**config.mk**
```make
export PLATFORM = sky130hd
export DESIGN_NAME = seq_stim_gen_6_5_flat
export DESIGN_NICKNAME = d
export VERILOG_FILES = /design/src/rtl/seq_stim_gen_6_5_if.sv /design/src/rtl/seq_stim_gen_6_5.sv /design/src/flat_wrapper.sv
export SDC_FILE = /design/constraint.sdc
export NUM_CORES = 1
export LEC_CHECK = 0
export ABC_AREA = 1
export BUFFER_PORTS_ARGS = -buffer_cell sky130_fd_sc_hd__buf_2
export CAP_MARGIN = 20
export CORE_UTILIZATION = 55
export DETAILED_ROUTE_END_ITERATION = 8
export HOLD_SLACK_MARGIN = 0.1
export PLACE_DENSITY = 0.73
export SLEW_MARGIN = 20
export SYNTH_ARGS = -nofsm -noshare
export SYNTH_HDL_FRONTEND = slang
export SYNTH_SLANG_ARGS = --single-unit
export TNS_END_PERCENT = 30
```
**constraint.sdc**
```tcl
create_clock -name sys_clk_in -period 2.8 [get_ports sys_clk_in]
set_input_delay 0.14 -clock sys_clk_in [delete_from_list [all_inputs] [get_ports sys_clk_in]]
set_output_delay 0.14 -clock sys_clk_in [all_outputs]
set_load 0.1 [all_outputs]
```
**src/rtl/seq_stim_gen_6_5_if.sv**
```systemverilog
`default_nettype none
// ============================================================================
// Module      : seq_stim_gen_6_5_if
// Description : Control/stimulus bundle between the sequence stimulus
//               generator and its host (switches/buttons or testbench).
// Revision    : 1.0 - initial release
// ============================================================================
interface seq_stim_gen_6_5_if;
    logic       start;
    logic [1:0] mode;
    logic       z_in;
    logic       x2;
    logic       x1;
    logic       busy;
    logic       done;
    logic       pass;
    logic [2:0] err_step;
    logic [2:0] step;

    modport master (
        output start, mode, z_in,
        input  x2, x1, busy, done, pass, err_step, step
    );

    modport slave (
        input  start, mode, z_in,
        output x2, x1, busy, done, pass, err_step, step
    );
endinterface
`default_nettype wire

```
**src/rtl/seq_stim_gen_6_5.sv**
```systemverilog
`default_nettype none
// ============================================================================
// Module      : seq_stim_gen_6_5
// Description : Drives (x2,x1) of the async 00->10->11 detector with one of
//               four single-bit-step patterns and checks its z output.
// Revision    : 1.0 - initial release
// ============================================================================
module seq_stim_gen_6_5 #(
    parameter int DWELL = 50000000,
    parameter int CNT_W = 27
) (
    input  logic                sys_clk_in,
    input  logic                sys_rst_n,
    seq_stim_gen_6_5_if.slave   bus
);

    localparam logic [CNT_W-1:0] c_LAST   = CNT_W'(DWELL - 1);
    localparam logic [2:0]       c_NO_ERR = 3'd7;

    typedef enum logic [2:0] {
        S_IDLE = 3'd0,
        S_PREP = 3'd1,
        S_RUN  = 3'd2,
        S_FIN  = 3'd3,
        S_DONE = 3'd4
    } state_t;

    state_t           r_state;
    logic [1:0]       r_mode;
    logic [CNT_W-1:0] r_cnt;
    logic [2:0]       r_step;
    logic [1:0]       r_x;
    logic             r_busy;
    logic             r_done;
    logic             r_pass;
    logic [2:0]       r_err;
    logic [1:0]       r_sync;

    // Code table as x2x1; unlisted indices are 00.
    function automatic logic [1:0] f_code(input logic [1:0] m, input logic [2:0] idx);
        logic [1:0] v;
        v = 2'b00;
        case ({m, idx})
            5'b00_001: v = 2'b10;
            5'b00_010: v = 2'b11;
            5'b01_001: v = 2'b01;
            5'b01_010: v = 2'b11;
            5'b10_001: v = 2'b10;
            5'b10_011: v = 2'b10;
            5'b10_100: v = 2'b11;
            5'b11_001: v = 2'b10;
            5'b11_010: v = 2'b11;
            5'b11_011: v = 2'b01;
            default:   v = 2'b00;
        endcase
        return v;
    endfunction

    function automatic logic f_exp(input logic [1:0] m, input logic [2:0] idx);
        return ({m, idx} == 5'b00_010) || ({m, idx} == 5'b10_100) ||
               ({m, idx} == 5'b11_010);
    endfunction

    logic       w_z_s;
    logic       w_last_cnt;
    logic [2:0] w_len_m1;
    logic [2:0] w_next_step;
    logic       w_mismatch;
    logic [1:0] w_first_code;

    assign w_z_s        = r_sync[1];
    assign w_last_cnt   = (r_cnt == c_LAST);
    assign w_len_m1     = r_mode[1] ? 3'd4 : 3'd2;
    assign w_next_step  = r_step + 3'd1;
    assign w_mismatch   = (w_z_s != f_exp(r_mode, r_step));
    assign w_first_code = f_code(bus.mode, 3'd0);

    always_ff @(posedge sys_clk_in or negedge sys_rst_n) begin
        if (!sys_rst_n) begin
            r_state <= S_IDLE;
            r_mode  <= 2'd0;
            r_cnt   <= '0;
            r_step  <= 3'd0;
            r_x     <= 2'b00;
            r_busy  <= 1'b0;
            r_done  <= 1'b0;
            r_pass  <= 1'b0;
            r_err   <= c_NO_ERR;
            r_sync  <= 2'b00;
        end else begin
            r_sync <= {r_sync[0], bus.z_in};
            case (r_state)
                S_IDLE, S_DONE: begin
                    if (bus.start) begin
                        r_mode <= bus.mode;
                        r_busy <= 1'b1;
                        r_done <= 1'b0;
                        r_pass <= 1'b0;
                        r_err  <= c_NO_ERR;
                        r_cnt  <= '0;
                        r_step <= 3'd0;
                        // Leaving 11 directly for 00 would flip both bits, so detour via 01.
                        if (r_x == 2'b11) begin
                            r_state <= S_PREP;
                            r_x     <= 2'b01;
                        end else begin
                            r_state <= S_RUN;
                            r_x     <= w_first_code;
                        end
                    end
                end
                S_PREP: begin
                    if (w_last_cnt) begin
                        r_cnt   <= '0;
                        r_state <= S_RUN;
                        r_x     <= f_code(r_mode, 3'd0);
                    end else begin
                        r_cnt <= r_cnt + CNT_W'(1);
                    end
                end
                S_RUN: begin
                    if (w_last_cnt) begin
                        if (w_mismatch && (r_err == c_NO_ERR))
                            r_err <= r_step;
                        if (r_step == w_len_m1) begin
                            r_state <= S_FIN;
                        end else begin
                            r_step <= w_next_step;
                            r_cnt  <= '0;
                            r_x    <= f_code(r_mode, w_next_step);
                        end
                    end else begin
                        r_cnt <= r_cnt + CNT_W'(1);
                    end
                end
                S_FIN: begin
                    r_busy  <= 1'b0;
                    r_done  <= 1'b1;
                    r_pass  <= (r_err == c_NO_ERR);
                    r_state <= S_DONE;
                end
                default: r_state <= S_IDLE;
            endcase
        end
    end

    assign bus.x2       = r_x[1];
    assign bus.x1       = r_x[0];
    assign bus.busy     = r_busy;
    assign bus.done     = r_done;
    assign bus.pass     = r_pass;
    assign bus.err_step = r_err;
    assign bus.step     = r_step;

endmodule
`default_nettype wire

```
**src/flat_wrapper.sv**
```systemverilog
// flat-port wrapper written by rule: the top's interface ports become plain ports
module seq_stim_gen_6_5_flat 
#(
    parameter int DWELL = 50000000,
    parameter int CNT_W = 27
)
  (sys_clk_in, sys_rst_n, bus_start, bus_mode, bus_z_in, bus_x2, bus_x1, bus_busy, bus_done, bus_pass, bus_err_step, bus_step);
  seq_stim_gen_6_5_if bus_i ();
  input  logic sys_clk_in;
  input  logic sys_rst_n;
  input wire logic [$bits(bus_i.start)-1:0] bus_start;
  input wire logic [$bits(bus_i.mode)-1:0] bus_mode;
  input wire logic [$bits(bus_i.z_in)-1:0] bus_z_in;
  output wire logic [$bits(bus_i.x2)-1:0] bus_x2;
  output wire logic [$bits(bus_i.x1)-1:0] bus_x1;
  output wire logic [$bits(bus_i.busy)-1:0] bus_busy;
  output wire logic [$bits(bus_i.done)-1:0] bus_done;
  output wire logic [$bits(bus_i.pass)-1:0] bus_pass;
  output wire logic [$bits(bus_i.err_step)-1:0] bus_err_step;
  output wire logic [$bits(bus_i.step)-1:0] bus_step;
  assign bus_i.start = bus_start;
  assign bus_i.mode = bus_mode;
  assign bus_i.z_in = bus_z_in;
  assign bus_x2 = bus_i.x2;
  assign bus_x1 = bus_i.x1;
  assign bus_busy = bus_i.busy;
  assign bus_done = bus_i.done;
  assign bus_pass = bus_i.pass;
  assign bus_err_step = bus_i.err_step;
  assign bus_step = bus_i.step;
  seq_stim_gen_6_5 #(.DWELL(DWELL), .CNT_W(CNT_W)) u_core (.sys_clk_in(sys_clk_in), .sys_rst_n(sys_rst_n), .bus(bus_i));
endmodule
```
==> impl_metrics.json <==
{
  "status": "finished clean",
  "drc": 0,
  "vdd_drop_max_mv": 0.840,
  "path_clk_slew_ns": 0.08,
  "rows": 26,
  "antenna_left": 0,
  "die_w_um": 75.1,
  "slew_viol_final": 0,
  "worst-endpoint-arrival_ns": 2.27,
  "timing.final.crit_share_pct": 73.5,
  "hp-class": "input port to flip-flop",
  "hold_slack_ns": 0.0993,
  "grtUsageTotal_pct": 28.9,
  "portBuffers": 16,
  "synth_area_per_cell_um2": 6.71,
  "syn_nets": 450,
  "powerDensity_nw_per_um2": 895,
  "via_count": 2837,
  "finalSetupTns_ns": 0,
  "num_antenna_cells": 0,
  "hold_viol_final": 0,
  "clkLatencyLatePin_ns": 0.30,
  "syn_to_final_growth_pct": 8.47,
  "fin_worst_skew_ns": 0.0113,
  "path_class": "flip-flop to flip-flop",
  "syn_area_um2": 2940,
  "final_cells": 528,
  "startpoint_type": "flip-flop",
  "gp_congestion": 0.995,
  "cp_max_fo": 17,
  "htree_levels": 2,
  "period_needed_ns": 2.06,
  "synth_warnings": 0,
  "worstSetupEndpointType": "flip-flop",
  "num_io_pins": 17,
  "design.core.area_um2": 5140,
  "cts_root_buf": "clkbuf_8",
  "worstPathRequired_ns": 3.01,
  "via_per_inst": 5.37,
  "holdBufCountCts": 3,
  "synth_xor_xnor_area_share_pct": 1.49,
  "ys_ff_latch": 45,
  "post-cts-setup-buffer-count": 0,
  "grt_pass1_vias": 2704,
  "max_freq_mhz": 486,
  "cap_viol_max_count": 0,
  "grt_pass1_wl_mm": 12.1,
  "grt_overflow": 0,
  "initial_core_util_pct": 57.2,
  "grt_start_max_net_pins": 46,
  "synth_mux_area_share_pct": 0,
  "slew_headroom_pct": 60.4,
  "synth_top_family_by_area": "simple AND/OR/NAND/NOR gates",
  "firstDrtPassIters": 4,
  "synthAdderAreaFrac_pct": 2.55,
  "fin_nets": 469,
  "synth_cells": 438,
  "tritoncts": "built",
  "antenna_found_initial": 0,
  "wl_per_cell_um": 13.6,
  "drt_iter0_drc": 153,
  "ys_seq_area_share_pct": 38.4,
  "yosys.area_share.simple_pct": 42.2,
  "place_area_um2": 3070,
  "synth-compound-area-share_pct": 7.23,
  "cts_made_buffers": 5,
  "clock_path_buffers": 2,
  "dp_cells": 517,
  "clkSinkCount": 45,
  "ctsResizeCount": 0,
  "finalSetupViolCount": 0,
  "synth_cell_types": 27,
  "dieHeight_um": 75.1,
  "dp_hpwl_mm": 5.41,
  "p_leak_nw": 1.55,
  "worst_pin_slew_ns": 0.593,
  "drt-total-wl_mm": 7.18,
  "final_area_um2": 3190,
  "drive_gt1_share_pct": 8.52,
  "fp.dieArea_um2": 5640,
  "grt_setup_unrepaired": "false"
}
[cells in the mapped netlist]
| library cell | number | area [um2] |
|---|---|---|
| clkinv_2 | 1 | 5.00 |
| ha_1 | 6 | 75.1 |
| dfrtp_1 | 42 | 1050 |
| nor2_2 | 2 | 12.5 |
| xnor2_1 | 1 | 8.76 |
| dfstp_2 | 3 | 78.8 |
| o22ai_1 | 1 | 6.26 |
| nand4_1 | 16 | 100 |
| nor3_1 | 5 | 25.0 |
| o21ai_1 | 10 | 50.1 |
| nand2_2 | 1 | 6.26 |
| o21ai_0 | 18 | 90.1 |
| clkbuf_1 | 3 | 11.3 |
| a31oi_1 | 1 | 6.26 |
| o21bai_1 | 1 | 7.51 |
| buf_2 | 3 | 15.0 |
| nand2_1 | 150 | 563 |
| nor2_4 | 3 | 33.8 |
| nand3_2 | 3 | 30.0 |
| nand2_4 | 3 | 33.8 |
| a21oi_1 | 6 | 30.0 |
| a21o_1 | 3 | 22.5 |
| buf_6 | 2 | 22.5 |
| xor2_1 | 4 | 35.0 |
| nor2_1 | 55 | 206 |
| nand3_1 | 46 | 230 |
| inv_1 | 49 | 184 |
[layer usage]
| layer | up-vias | track usage [%] | part of all wire, % |
|---|---|---|---|
| li1 | 1440 | - | - |
| met1 | 1304 | 34.1 | 42 |
| met2 | 73 | 51.2 | 49 |
| met3 | 20 | 5.22 | 5.3 |
| met4 | 0 | 12.8 | 3.0 |
| met5 | - | 0 | 0 |
[report_power, final]
group	switching, mW	total [mW]	internal [mW]
clock network	0.220	0.422	0.202
registers	0.127	0.917	0.790
logic	1.20	1.52	0.319
[critical path, stage by stage, from the launching register on]
cell      delay, ns
dfrtp_1        0.45
ha_1           0.25
nand2_2        0.10
nor2_4         0.16
nand3_2        0.11
nor2_4         0.13
nand2_4        0.15
nand2_4        0.13
nand2_4        0.14
clkinv_2       0.18
nand2_1        0.07
o21ai_0        0.09
[logic make-up after synthesis]
family                   after synthesis
AO/OA/AOI/OAI                         40
XOR/XNOR                               5
adder cells (fa/ha/maj)                6
buffers and inverters                 58
flip-flops                            45
AND/OR/NAND/NOR                      284
[metrics by stage]
step                worst slack (ns)  power, mW  util [%]
global route                   0.514       3.06      62.0
global placement               0.820       2.42      59.7
finish                         0.743       2.85      62.0
CTS                            0.736       2.87      62.0
floorplan                      0.631       2.18         -
detailed placement             0.798       2.44      59.7
[path summary, 6_finish.rpt]
| check | startpoint | end | slack, ns | depth (start not counted) |
|---|---|---|---|---|
| setup / recovery | u_core.r_cnt[0] | u_core.r_cnt[0] | 0.74 | 11 |
| setup reg to reg | u_core.r_cnt[0] | u_core.r_cnt[0] | 0.74 | 11 |
| min in group asynchronous | sys_rst_n | u_core.r_cnt[8] | 0.38 | 2 |
| hold / removal | bus_mode[0] | u_core.r_mode[0] | 0.1 | 3 |
| max in group asynchronous | sys_rst_n | u_core.r_state[0] | 2.01 | 2 |
| hold reg to reg | u_core.r_sync[0] | u_core.r_sync[1] | 0.36 | 0 |
[cell usage in the layout (no fill, tap or decap), drive strengths merged, types with 4 or more instances in the layout]
cell and instances:
a21oi 6, buf 17, clkbuf 8, dfrtp 42
ha 6, inv 49, nand2 154, nand3 49
nand4 16, nor2 60, nor3 5, o21ai 28
xor2 4
[area by class of cell]
type                    instances  area [um2]
fillers                       520        1950
multi-input cells             335        1570
flip-flops and latches         45        1130
inverters                      50         189
repair buffers                 20         120
clock buffers                   8        90.1
well taps                      70        87.6
[registers in the layout (all words and copies together) (netlist names)]
| register | flops |
|---|---|
| u_core.bus.pass | 1 |
| u_core.r_sync | 2 |
| u_core.r_state | 3 |
| u_core.r_cnt | 27 |
| u_core.bus.done | 1 |
| u_core.bus.err_step | 3 |
| u_core.r_mode | 2 |
| u_core.bus.busy | 1 |
| u_core.bus.step | 3 |
| u_core.r_x | 2 |
Note: power is estimated with default switching activity, not from simulation.
